==> config.mk <==
export PLATFORM = sky130hd
export DESIGN_NAME = lbus_tx_fifo_flat
export DESIGN_NICKNAME = d
export VERILOG_FILES = /design/src/rtl/lbus_pkg.sv /design/src/rtl/lbus_tx_fifo_if.sv /design/src/rtl/lbus_fifo_mem.sv /design/src/rtl/lbus_tx_fifo.sv /design/src/flat_wrapper.sv
export SDC_FILE = /design/constraint.sdc
export NUM_CORES = 2
export LEC_CHECK = 0
export ABC_AREA = 0
export ABC_CLOCK_PERIOD_IN_PS = 124000
export CORE_MARGIN = 4
export CORE_UTILIZATION = 55
export DETAILED_ROUTE_END_ITERATION = 10
export PLACE_DENSITY = 0.75
export SYNTH_ARGS = -nofsm -noshare
export SYNTH_HDL_FRONTEND = slang
export SYNTH_MEMORY_MAX_BITS = 65536
export SYNTH_SLANG_ARGS = --single-unit
export TNS_END_PERCENT = 50
==> constraint.sdc <==
create_clock -name CLK -period 124 [get_ports CLK]
set_input_delay 24.8 -clock CLK [delete_from_list [all_inputs] [get_ports CLK]]
set_output_delay 24.8 -clock CLK [all_outputs]
set_load 0.005 [all_outputs]
==> src/rtl/lbus_pkg.sv <==
// Shared LBUS definitions: segment geometry, word layout and the
// protocol-checker state encoding used by the TX FIFO block.
package lbus_pkg;

  localparam int SEG_NUM = 4;
  localparam int SEG_W   = 128;
  localparam int MTY_W   = 4;
  localparam int DATA_W  = SEG_NUM * SEG_W;
  localparam int CTRL_W  = SEG_NUM;
  localparam int MTYS_W  = SEG_NUM * MTY_W;

  // Packet-boundary tracker state, advanced once per enabled segment.
  typedef enum logic {
    ST_IDLE   = 1'b0,
    ST_IN_PKT = 1'b1
  } chk_state_e;

  // One full LBUS word exactly as it travels through the FIFO.
  typedef struct packed {
    logic [DATA_W-1:0] data;
    logic [CTRL_W-1:0] ena;
    logic [CTRL_W-1:0] sop;
    logic [CTRL_W-1:0] eop;
    logic [CTRL_W-1:0] err;
    logic [MTYS_W-1:0] mty;
  } lbus_word_t;

  localparam int WORD_W = $bits(lbus_word_t);

  // Number of set bits in a per-segment flag vector (0..SEG_NUM).
  function automatic logic [2:0] seg_count(input logic [CTRL_W-1:0] flags);
    logic [2:0] n;
    n = '0;
    for (int i = 0; i < CTRL_W; i++) begin
      n = n + {2'b00, flags[i]};
    end
    return n;
  endfunction

endpackage

==> src/rtl/lbus_tx_fifo_if.sv <==
// LBUS upstream (RX_*) and downstream (TX_*) handshake bundle.
// The slave modport is the FIFO block; the master modport is its environment.
interface lbus_tx_fifo_if;
  import lbus_pkg::*;

  logic [DATA_W-1:0] RX_DATA;
  logic [CTRL_W-1:0] RX_ENA;
  logic [CTRL_W-1:0] RX_SOP;
  logic [CTRL_W-1:0] RX_EOP;
  logic [CTRL_W-1:0] RX_ERR;
  logic [MTYS_W-1:0] RX_MTY;
  logic              RX_VLD;
  logic              RX_RDY;

  logic [DATA_W-1:0] TX_DATA;
  logic [CTRL_W-1:0] TX_ENA;
  logic [CTRL_W-1:0] TX_SOP;
  logic [CTRL_W-1:0] TX_EOP;
  logic [CTRL_W-1:0] TX_ERR;
  logic [MTYS_W-1:0] TX_MTY;
  logic              TX_RDY;

  modport master (
    output RX_DATA, RX_ENA, RX_SOP, RX_EOP, RX_ERR, RX_MTY, RX_VLD, TX_RDY,
    input  RX_RDY, TX_DATA, TX_ENA, TX_SOP, TX_EOP, TX_ERR, TX_MTY
  );

  modport slave (
    input  RX_DATA, RX_ENA, RX_SOP, RX_EOP, RX_ERR, RX_MTY, RX_VLD, TX_RDY,
    output RX_RDY, TX_DATA, TX_ENA, TX_SOP, TX_EOP, TX_ERR, TX_MTY
  );

endinterface

==> src/rtl/lbus_fifo_mem.sv <==
// Dual-pointer register-array FIFO. Pointers carry one extra wrap bit so
// full and empty are distinguishable without a separate occupancy counter.
// FIFO_DEPTH must be a power of two so pointer overflow wraps modulo depth.
module lbus_fifo_mem #(
  parameter int FIFO_DEPTH = 8,
  parameter int WIDTH      = 32
) (
  input  logic             clk,
  input  logic             rst_n,
  input  logic             wr_en_i,
  input  logic [WIDTH-1:0] wr_data_i,
  input  logic             rd_en_i,
  output logic [WIDTH-1:0] rd_data_o,
  output logic             full_o,
  output logic             empty_o
);

  localparam int AW = $clog2(FIFO_DEPTH);

  logic [WIDTH-1:0] mem_q [FIFO_DEPTH];
  logic [AW:0]      wr_ptr_q, wr_ptr_d;
  logic [AW:0]      rd_ptr_q, rd_ptr_d;
  logic             do_wr, do_rd;

  assign empty_o = (wr_ptr_q == rd_ptr_q);
  assign full_o  = (wr_ptr_q[AW] != rd_ptr_q[AW]) &&
                   (wr_ptr_q[AW-1:0] == rd_ptr_q[AW-1:0]);

  // Never overrun or underrun even if the caller forgets to qualify.
  assign do_wr = wr_en_i & ~full_o;
  assign do_rd = rd_en_i & ~empty_o;

  assign wr_ptr_d = wr_ptr_q + (AW+1)'(do_wr);
  assign rd_ptr_d = rd_ptr_q + (AW+1)'(do_rd);

  // Head of queue is read straight from the array: no extra output stage.
  assign rd_data_o = mem_q[rd_ptr_q[AW-1:0]];

  // Pointer registers, cleared by reset so the FIFO comes up empty.
  always_ff @(posedge clk or negedge rst_n) begin
    // NOTE: non-blocking assignments keep every flop sampling pre-edge values.
    if (!rst_n) begin
      wr_ptr_q <= '0;
      rd_ptr_q <= '0;
    end else begin
      wr_ptr_q <= wr_ptr_d;
      rd_ptr_q <= rd_ptr_d;
    end
  end

  // Storage array written at the write pointer.
  // NOTE: the array has no reset; empty_o masks stale contents, so clearing it buys nothing.
  always_ff @(posedge clk) begin
    if (do_wr) begin
      mem_q[wr_ptr_q[AW-1:0]] <= wr_data_i;
    end
  end

endmodule

==> src/rtl/lbus_tx_fifo.sv <==
// LBUS TX FIFO: buffers 4-segment LBUS words between an upstream source and
// the MAC TX agent, counts accepted packets and flags malformed words.
module lbus_tx_fifo
  import lbus_pkg::*;
#(
  parameter int FIFO_DEPTH = 8,
  parameter int CNT_WIDTH  = 32
) (
  input  logic                 CLK,
  input  logic                 RST_N,
  lbus_tx_fifo_if.slave        bus,
  output logic [CNT_WIDTH-1:0] PKT_CNT,
  output logic                 FAULT
);

  lbus_word_t           rx_word;
  lbus_word_t           head_word;
  logic [WORD_W-1:0]    head_bits;
  logic                 full, empty;
  logic                 rx_rdy;
  logic                 push, pop;
  logic                 rdy_en_q;
  chk_state_e           state_q, state_d;
  logic                 fault_q, fault_d;
  logic                 seq_fault, mty_fault, gap_fault;
  logic [CNT_WIDTH-1:0] pkt_cnt_q, pkt_cnt_d;

  assign rx_word = '{data: bus.RX_DATA, ena: bus.RX_ENA, sop: bus.RX_SOP,
                     eop:  bus.RX_EOP,  err: bus.RX_ERR, mty: bus.RX_MTY};

  // Ready depends only on flops, so there is no path from RX_VLD or TX_RDY.
  assign rx_rdy     = rdy_en_q & ~full;
  assign bus.RX_RDY = rx_rdy;
  assign push       = bus.RX_VLD & rx_rdy;
  assign pop        = ~empty & bus.TX_RDY;

  lbus_fifo_mem #(
    .FIFO_DEPTH (FIFO_DEPTH),
    .WIDTH      (WORD_W)
  ) u_mem (
    .clk       (CLK),
    .rst_n     (RST_N),
    .wr_en_i   (push),
    .wr_data_i (rx_word),
    .rd_en_i   (pop),
    .rd_data_o (head_bits),
    .full_o    (full),
    .empty_o   (empty)
  );

  assign head_word = lbus_word_t'(head_bits);

  // Control flags are forced idle while empty; data/mty are don't-care then.
  assign bus.TX_DATA = head_word.data;
  assign bus.TX_MTY  = head_word.mty;
  assign bus.TX_ENA  = empty ? '0 : head_word.ena;
  assign bus.TX_SOP  = empty ? '0 : head_word.sop;
  assign bus.TX_EOP  = empty ? '0 : head_word.eop;
  assign bus.TX_ERR  = empty ? '0 : head_word.err;

  // An enabled segment sitting above a disabled one is a hole in the word.
  assign gap_fault = |(rx_word.ena[CTRL_W-1:1] & ~rx_word.ena[CTRL_W-2:0]);

  // Walk enabled segments 0..3 of a pushed word through the packet tracker.
  always_comb begin
    // NOTE: every combinational output gets a default first so no latch is inferred.
    state_d   = state_q;
    seq_fault = 1'b0;
    mty_fault = 1'b0;
    if (push) begin
      for (int i = 0; i < SEG_NUM; i++) begin
        if (rx_word.ena[i]) begin
          if (rx_word.mty[MTY_W*i +: MTY_W] != '0 && !rx_word.eop[i]) begin
            mty_fault = 1'b1;
          end
          case (state_d)
            ST_IDLE: begin
              if (rx_word.sop[i]) begin
                state_d = rx_word.eop[i] ? ST_IDLE : ST_IN_PKT;
              end else if (rx_word.eop[i]) begin
                seq_fault = 1'b1;
              end
            end
            ST_IN_PKT: begin
              if (rx_word.sop[i]) begin
                // Missing EOP: treat the SOP as the start of a new packet.
                seq_fault = 1'b1;
                state_d   = rx_word.eop[i] ? ST_IDLE : ST_IN_PKT;
              end else if (rx_word.eop[i]) begin
                state_d = ST_IDLE;
              end
            end
            default: state_d = ST_IDLE;
          endcase
        end
      end
    end
  end

  // Fault pulse and packet count for the word being pushed this cycle.
  always_comb begin
    fault_d   = push & (seq_fault | mty_fault | gap_fault);
    pkt_cnt_d = pkt_cnt_q;
    if (push) begin
      pkt_cnt_d = pkt_cnt_q + CNT_WIDTH'(seg_count(rx_word.ena & rx_word.eop));
    end
  end

  // Checker state, fault pulse, packet counter and post-reset ready enable.
  always_ff @(posedge CLK or negedge RST_N) begin
    if (!RST_N) begin
      state_q   <= ST_IDLE;
      fault_q   <= 1'b0;
      pkt_cnt_q <= '0;
      rdy_en_q  <= 1'b0;
    end else begin
      state_q   <= state_d;
      fault_q   <= fault_d;
      pkt_cnt_q <= pkt_cnt_d;
      rdy_en_q  <= 1'b1;
    end
  end

  assign FAULT   = fault_q;
  assign PKT_CNT = pkt_cnt_q;

endmodule

==> src/flat_wrapper.sv <==
// flat-port wrapper written by rule: the top's interface ports become plain ports
module lbus_tx_fifo_flat import lbus_pkg::*;
#(
  parameter int FIFO_DEPTH = 8,
  parameter int CNT_WIDTH  = 32
)
  (CLK, RST_N, PKT_CNT, FAULT, bus_RX_DATA, bus_RX_ENA, bus_RX_SOP, bus_RX_EOP, bus_RX_ERR, bus_RX_MTY, bus_RX_VLD, bus_TX_RDY, bus_RX_RDY, bus_TX_DATA, bus_TX_ENA, bus_TX_SOP, bus_TX_EOP, bus_TX_ERR, bus_TX_MTY);
  lbus_tx_fifo_if bus_i ();
  input  logic CLK;
  input  logic RST_N;
  output logic [CNT_WIDTH-1:0] PKT_CNT;
  output logic FAULT;
  input wire logic [$bits(bus_i.RX_DATA)-1:0] bus_RX_DATA;
  input wire logic [$bits(bus_i.RX_ENA)-1:0] bus_RX_ENA;
  input wire logic [$bits(bus_i.RX_SOP)-1:0] bus_RX_SOP;
  input wire logic [$bits(bus_i.RX_EOP)-1:0] bus_RX_EOP;
  input wire logic [$bits(bus_i.RX_ERR)-1:0] bus_RX_ERR;
  input wire logic [$bits(bus_i.RX_MTY)-1:0] bus_RX_MTY;
  input wire logic [$bits(bus_i.RX_VLD)-1:0] bus_RX_VLD;
  input wire logic [$bits(bus_i.TX_RDY)-1:0] bus_TX_RDY;
  output wire logic [$bits(bus_i.RX_RDY)-1:0] bus_RX_RDY;
  output wire logic [$bits(bus_i.TX_DATA)-1:0] bus_TX_DATA;
  output wire logic [$bits(bus_i.TX_ENA)-1:0] bus_TX_ENA;
  output wire logic [$bits(bus_i.TX_SOP)-1:0] bus_TX_SOP;
  output wire logic [$bits(bus_i.TX_EOP)-1:0] bus_TX_EOP;
  output wire logic [$bits(bus_i.TX_ERR)-1:0] bus_TX_ERR;
  output wire logic [$bits(bus_i.TX_MTY)-1:0] bus_TX_MTY;
  assign bus_i.RX_DATA = bus_RX_DATA;
  assign bus_i.RX_ENA = bus_RX_ENA;
  assign bus_i.RX_SOP = bus_RX_SOP;
  assign bus_i.RX_EOP = bus_RX_EOP;
  assign bus_i.RX_ERR = bus_RX_ERR;
  assign bus_i.RX_MTY = bus_RX_MTY;
  assign bus_i.RX_VLD = bus_RX_VLD;
  assign bus_i.TX_RDY = bus_TX_RDY;
  assign bus_RX_RDY = bus_i.RX_RDY;
  assign bus_TX_DATA = bus_i.TX_DATA;
  assign bus_TX_ENA = bus_i.TX_ENA;
  assign bus_TX_SOP = bus_i.TX_SOP;
  assign bus_TX_EOP = bus_i.TX_EOP;
  assign bus_TX_ERR = bus_i.TX_ERR;
  assign bus_TX_MTY = bus_i.TX_MTY;
  lbus_tx_fifo #(.FIFO_DEPTH(FIFO_DEPTH), .CNT_WIDTH(CNT_WIDTH)) u_core (.CLK(CLK), .RST_N(RST_N), .bus(bus_i), .PKT_CNT(PKT_CNT), .FAULT(FAULT));
endmodule
# After elaboration in Yosys (flattened, before gate mapping)
# Memories as Yosys holds them, arrays and structs flattened.
# Index checks and enable logic that the tools add are counted.
# totals
ram_bits,4352
in_bits,548
n_memories,1
output_inout_bits,578
ff_bits,43
wordCells,102
# memory_table
memory,depth,word_bits,read_ports,rd_clocked_by_memory_dff,write_ports,line_no,source
u_core.u_mem.mem_q,8,544,1,0,1,lbus_fifo_mem.sv:20,logic [WIDTH-1:0] mem_q [FIFO_DEPTH];
# classes
bitwise,17
muxes,55
n_addsub,6
n_reduce_logical,14
n_eq_ne,3
# op_table
cell,count
$mux 1,43
$add 32x3->32,1
$mux 4,4
$pmux 1 s2,8
$reduce_bool 4->1,4
$add 4x1->4,2
$add 3x1->3,2
$and 1x1->1,6
$not 1->1,6
$logic_and 1x1->1,5
$and 4x4->4,1
$eq 4x4->1,1
$logic_not 1->1,4
$and 3x3->3,1
$eq 3x3->1,1
$not 3->3,1
$reduce_or 3->1,1
$add 1x1->2,1
$or 1x1->1,2
$ne 1x1->1,1

# Logic depth before layout (Yosys ltp)
# logic_depth
word_depth,21
depth_mapped,15
ltp_nobuf,13

# Cells and area by module
# A second synthesis with hierarchy kept.
# unflattened
hier_cells,6527
area_unflattened_um2,165231.0
# by_module_without_submodules
module,n_inst,area_per_inst_um2,cells_each
lbus_fifo_mem,1,163304.1,6331
lbus_tx_fifo,1,1926.8,196

# Worst setup path after synthesis
# OpenSTA, ideal clock, no wires.
# synth_path
kind,input-to-reg
start,input bus_RX_VLD
end,memory u_core.u_mem.mem_q[0][0] (netlist bit) (enable)
t_required_ps,121877
path_stages,5
n_path_buf,1
t_arrival_ps,61860
path_slack_ps,60016
setup_time_ps,2123
path_cell_list,nand2_1 -> a41oi_2 -> buf_4 -> nand2b_1 -> nor3_1
# synth_between
elab_chain_cells,4
# synth_rtl
item,line_no,source
"start, declared",flat_wrapper.sv:19,input wire logic [$bits(bus_i.RX_VLD)-1:0] bus_RX_VLD;
$and 1x1->1,lbus_tx_fifo.sv:34,assign push = bus.RX_VLD & rx_rdy;
$and 1x1->1,lbus_fifo_mem.sv:30,assign do_wr = wr_en_i & ~full_o;
$mux 1,lbus_fifo_mem.sv:54,if (do_wr) begin
$mux 1 (not written as such),lbus_fifo_mem.sv:55,mem_q[wr_ptr_q[AW-1:0]] <= wr_data_i;
"end, declared",lbus_fifo_mem.sv:20,
# Every way passes these cells.

# Final worst setup path
# layout_path
start,register u_core.u_mem.rd_ptr_q[0]
end,output bus_TX_DATA[213]
# layout_between
elab_chain_cells,1
# layout_rtl
item,line_no,source
"start, declared",lbus_fifo_mem.sv:22,"logic [AW:0] rd_ptr_q, rd_ptr_d;"
"start signal, assigned",lbus_fifo_mem.sv:47,rd_ptr_q <= rd_ptr_d;
$mem_v2 8x544,n/a,
"end, declared",flat_wrapper.sv:22,output wire logic [$bits(bus_i.TX_DATA)-1:0] bus_TX_DATA;
# Every way passes these cells.

==> impl_results.md <==
- Run status: complete, no violations
- Yosys top cell area share: 0.7918
- Port bufs: approximately 1100
- Post-Syn Instances: 6541
- Hold_sp: u_core.u_mem.wr_ptr_q[3]
- Synth area leaders: edfxtp_1 (79%), mux4_2 (15%), mux2_2 (3.6%)
- Worst r2r path cells: 9
- Routed Antenna Nets: 0
- Vias: 75050
- Via density: about 6.1
- Clock slew seen by the registers of the worst setup and hold paths: 0.06 ns
- DRT iter0 DRCs: about 8400
- Resized cells post-CTS: 0
- Average wire per standard cell: 30.42 µm
- Max Slew Vio Count: 0
- Vias in the first global route: about 77000
- Power after layout: 0.004446 W
- Setup bufs post-CTS: 0
- Total track usage: 0.2395
- Ratio of final minimum period to clock period: 0.2656
- Endpoint, Worst Hold: u_core.u_mem.wr_ptr_q[3]
- Num Clock Sinks: between 4000 and 5000
- Die width: approximately 560 µm
- Hold-fix buffers, CTS: 0
- Worst-Skew Late Latency: around 0.98 ns
- Synth-to-Final Area Change: 18.14%
- RR Startpoint: u_core.u_mem.rd_ptr_q[1]
- Core Region: between 0.2 and 0.3 mm²
- Distinct cells, synth: just under 50
- GP Congestion: about 0.80
- H-tree Lvls: 5
- Rows: 200
- Final Util: 0.6548
- CTS tree: done
- Largest net degree at the start of global routing: 129
- Detailed placement HPWL: about 220 mm
- R2R Path End: u_core.u_mem.mem_q[3][349]
- Critical path required time: slightly below 100 ns
- # setup viols final: 0
- Post-synth EDFFs: 4352
- Synth Warn #: 0
- DRT Pass-1 Iters: 6
- Ports: about 1100
- Seq/Total Area, Yosys: 0.7983
- Initial antenna violation count: around 130
- Async set-reset flop share out of synthesis: 0.009784
- Max-Slew Margin vs Limit: 0.1724
- First-pass GRT wire length: between 500 and 600 mm
- Reg2Reg Setup Slack: 116.36 ns
- Synthesized cell area: roughly 0.17 mm²
- Die area: ~0.31 mm²
- Maximum vdd drop: 0.02079 mV
- Critical path type: flip-flop to primary output
- Max Cap Viol: 0
- Hold Violations, Final: 0
- Die Ht: ~560 µm
- Clock buffer depth: 4
- Critical Path AT: slightly above 8 ns
- Kind of launch point of the worst setup path: flip-flop
- CP Capture Type: primary output
- CTS Buf Count: 423
- Hold Slack: approximately 0.50 ns
- Worst Path Max Fanout: 90
- Share of cells above drive strength 1: 0.2837
- Pwr dens: ~23 mW/mm²
- Worst Max-Slew Pin Slew: ~1.2 ns
- Residual DRC count: 0
- Drt total wl: ~370 mm
- Avg Synthesized Cell Area: 25.23 µm²
- Leak: roughly 61 nW
- Number of synthesized register bits: about 4400
- Primary FF master, synth: edfxtp_1
- Min Clock Period, post-route: ~33 ns
- Syn nets: between 7000 and 8000
- RSZ-0062 raised after global routing: no
- Min-Delay Path Class: flip-flop to flip-flop
- Initial Util: 0.5543
- Achievable clock frequency: 0.03036 GHz
- Clock Skew: between 0.07 and 0.08 ns
- Post-synth top area cell: edfxtp_1
- Cells on Worst Hold Path: 1
- Grt total ovfl: 0
- Sum Neg Setup Slack: 0 ns
- NumNets Final: 8464
- Clock Root Buffer: clkbuf_16
-- layout make-up --
class,count,area (µm²)
antenna,73,182.7
tap,3939,4928
clock inverter,260,2723
inverter,13,48.80
timing repair buffer,1249,12400
fill,18330,102800
clock buffer,511,10970
sequential,4395,131800
multi-input combinational,1823,31970
-- sequential cells by signal, indices dropped and copies added (netlist names) --
name                   cells
u_core.u_mem.mem_q      4352
u_core.PKT_CNT            32
u_core.u_mem.rd_ptr_q      4
u_core.u_mem.wr_ptr_q      4
u_core.FAULT               1
u_core.rdy_en_q            1
u_core.state_q             1
-- power breakdown --
part / internal [W] / total, W / switching, W
Combinational: 0.000736 / 0.00139 / 0.000655
Clock: 0.000709 / 0.00125 / 0.000546
Sequential: 0.00176 / 0.00180 / 0.0000377
Total: 0.00321 / 0.00445 / 0.00124
-- cells in the mapped netlist (3+ instances only) --
master,count
a21o_1,3
a21oi_1,4
and2_1,4
and3_1,3
buf_1,23
buf_2,121
buf_4,3
clkbuf_1,162
dfrtp_1,43
edfxtp_1,4352
ha_1,9
inv_1,13
mux2_2,530
mux2i_1,17
mux4_2,1088
nand2_1,16
nand2b_1,8
nand3_1,13
nand4_1,6
nor2_1,35
nor3_1,12
nor4_1,4
o21ai_0,5
xnor2_1,19
xor2_1,19
-- layout by cell type, fill, tap and decap left out, types with 10 or more instances in the layout --
cell / instances
nor2_1: 29
buf_4: 107
xnor2_1: 19
mux2i_1: 17
clkdlybuf4s50_1: 1124
nand3_1: 13
mux4_2: 1088
nand2_1: 16
buf_12: 17
clkinv_16: 20
clkinvlp_4: 15
nor3_1: 10
mux2_2: 530
diode_2: 73
edfxtp_1: 4352
dfrtp_1: 40
clkbuf_16: 425
clkinv_1: 107
xor2_1: 19
clkbuf_1: 85
bufinv_16: 36
clkinv_2: 69
inv_1: 13
-- critical path, cell delays in order, from the launching register on --
cell and delay [ns]:
dfrtp_4 0.73, buf_4 0.77, buf_4 0.80, buf_4 0.82, buf_12 0.61, buf_4 0.85, buf_4 0.89, mux4_2 0.60
mux2_2 0.27, clkdlybuf4s50_1 0.55
-- through the flow --
step | setup slack, ns | std cells | cell area (µm²)
global route | 90.03 | 12230 | 194900
finish | 91.07 | 12260 | 195000
detailed placement | 91.64 | 11420 | 181100
CTS | 90.58 | 12190 | 194800
floorplan | 60.02 | 6541 | 165100
global placement | 91.73 | 11420 | 181100
-- worst max-delay path by stage --
stage	slack (ns)	from	end
6_report	91.07	u_core.u_mem.rd_ptr_q[0]	bus_TX_DATA[213]
5_1_grt	90.03	u_core.u_mem.rd_ptr_q[0]	bus_TX_DATA[219]
4_1_cts	90.58	u_core.u_mem.rd_ptr_q[0]	bus_TX_DATA[220]
3_5_place_dp	91.64	u_core.u_mem.rd_ptr_q[0]	bus_TX_DATA[220]
3_3_place_gp	91.73	u_core.u_mem.rd_ptr_q[0]	bus_TX_DATA[213]
2_1_floorplan	60.02	bus_RX_VLD	u_core.u_mem.mem_q[0][0]
-- layer usage --
layer,up-vias,track usage,part of all wire
met4,82,0.08723,0.037
met2,3244,0.3817,0.50
met3,664,0.06677,0.089
met1,40070,0.3211,0.38
met5,-,0,0.0015
li1,30990,-,-
-- cells by family (layout without fill, tap and decap cells) --
kind of cell               Yosys count  in the layout  synth area share
and+or+nand+nor                    114            114          0.003677
AOI/OAI and AO/OA                   24             24          0.001054
DFF                               4395           4395            0.7983
adders and majority gates           11             11         0.0009248
muxes                             1635           1635            0.1856
other                                1             74        0.00002272
buffers and inverters              323           2033          0.008376
xor gates and xnor gates            38             38          0.002016
(Power assumes the default switching activity.)
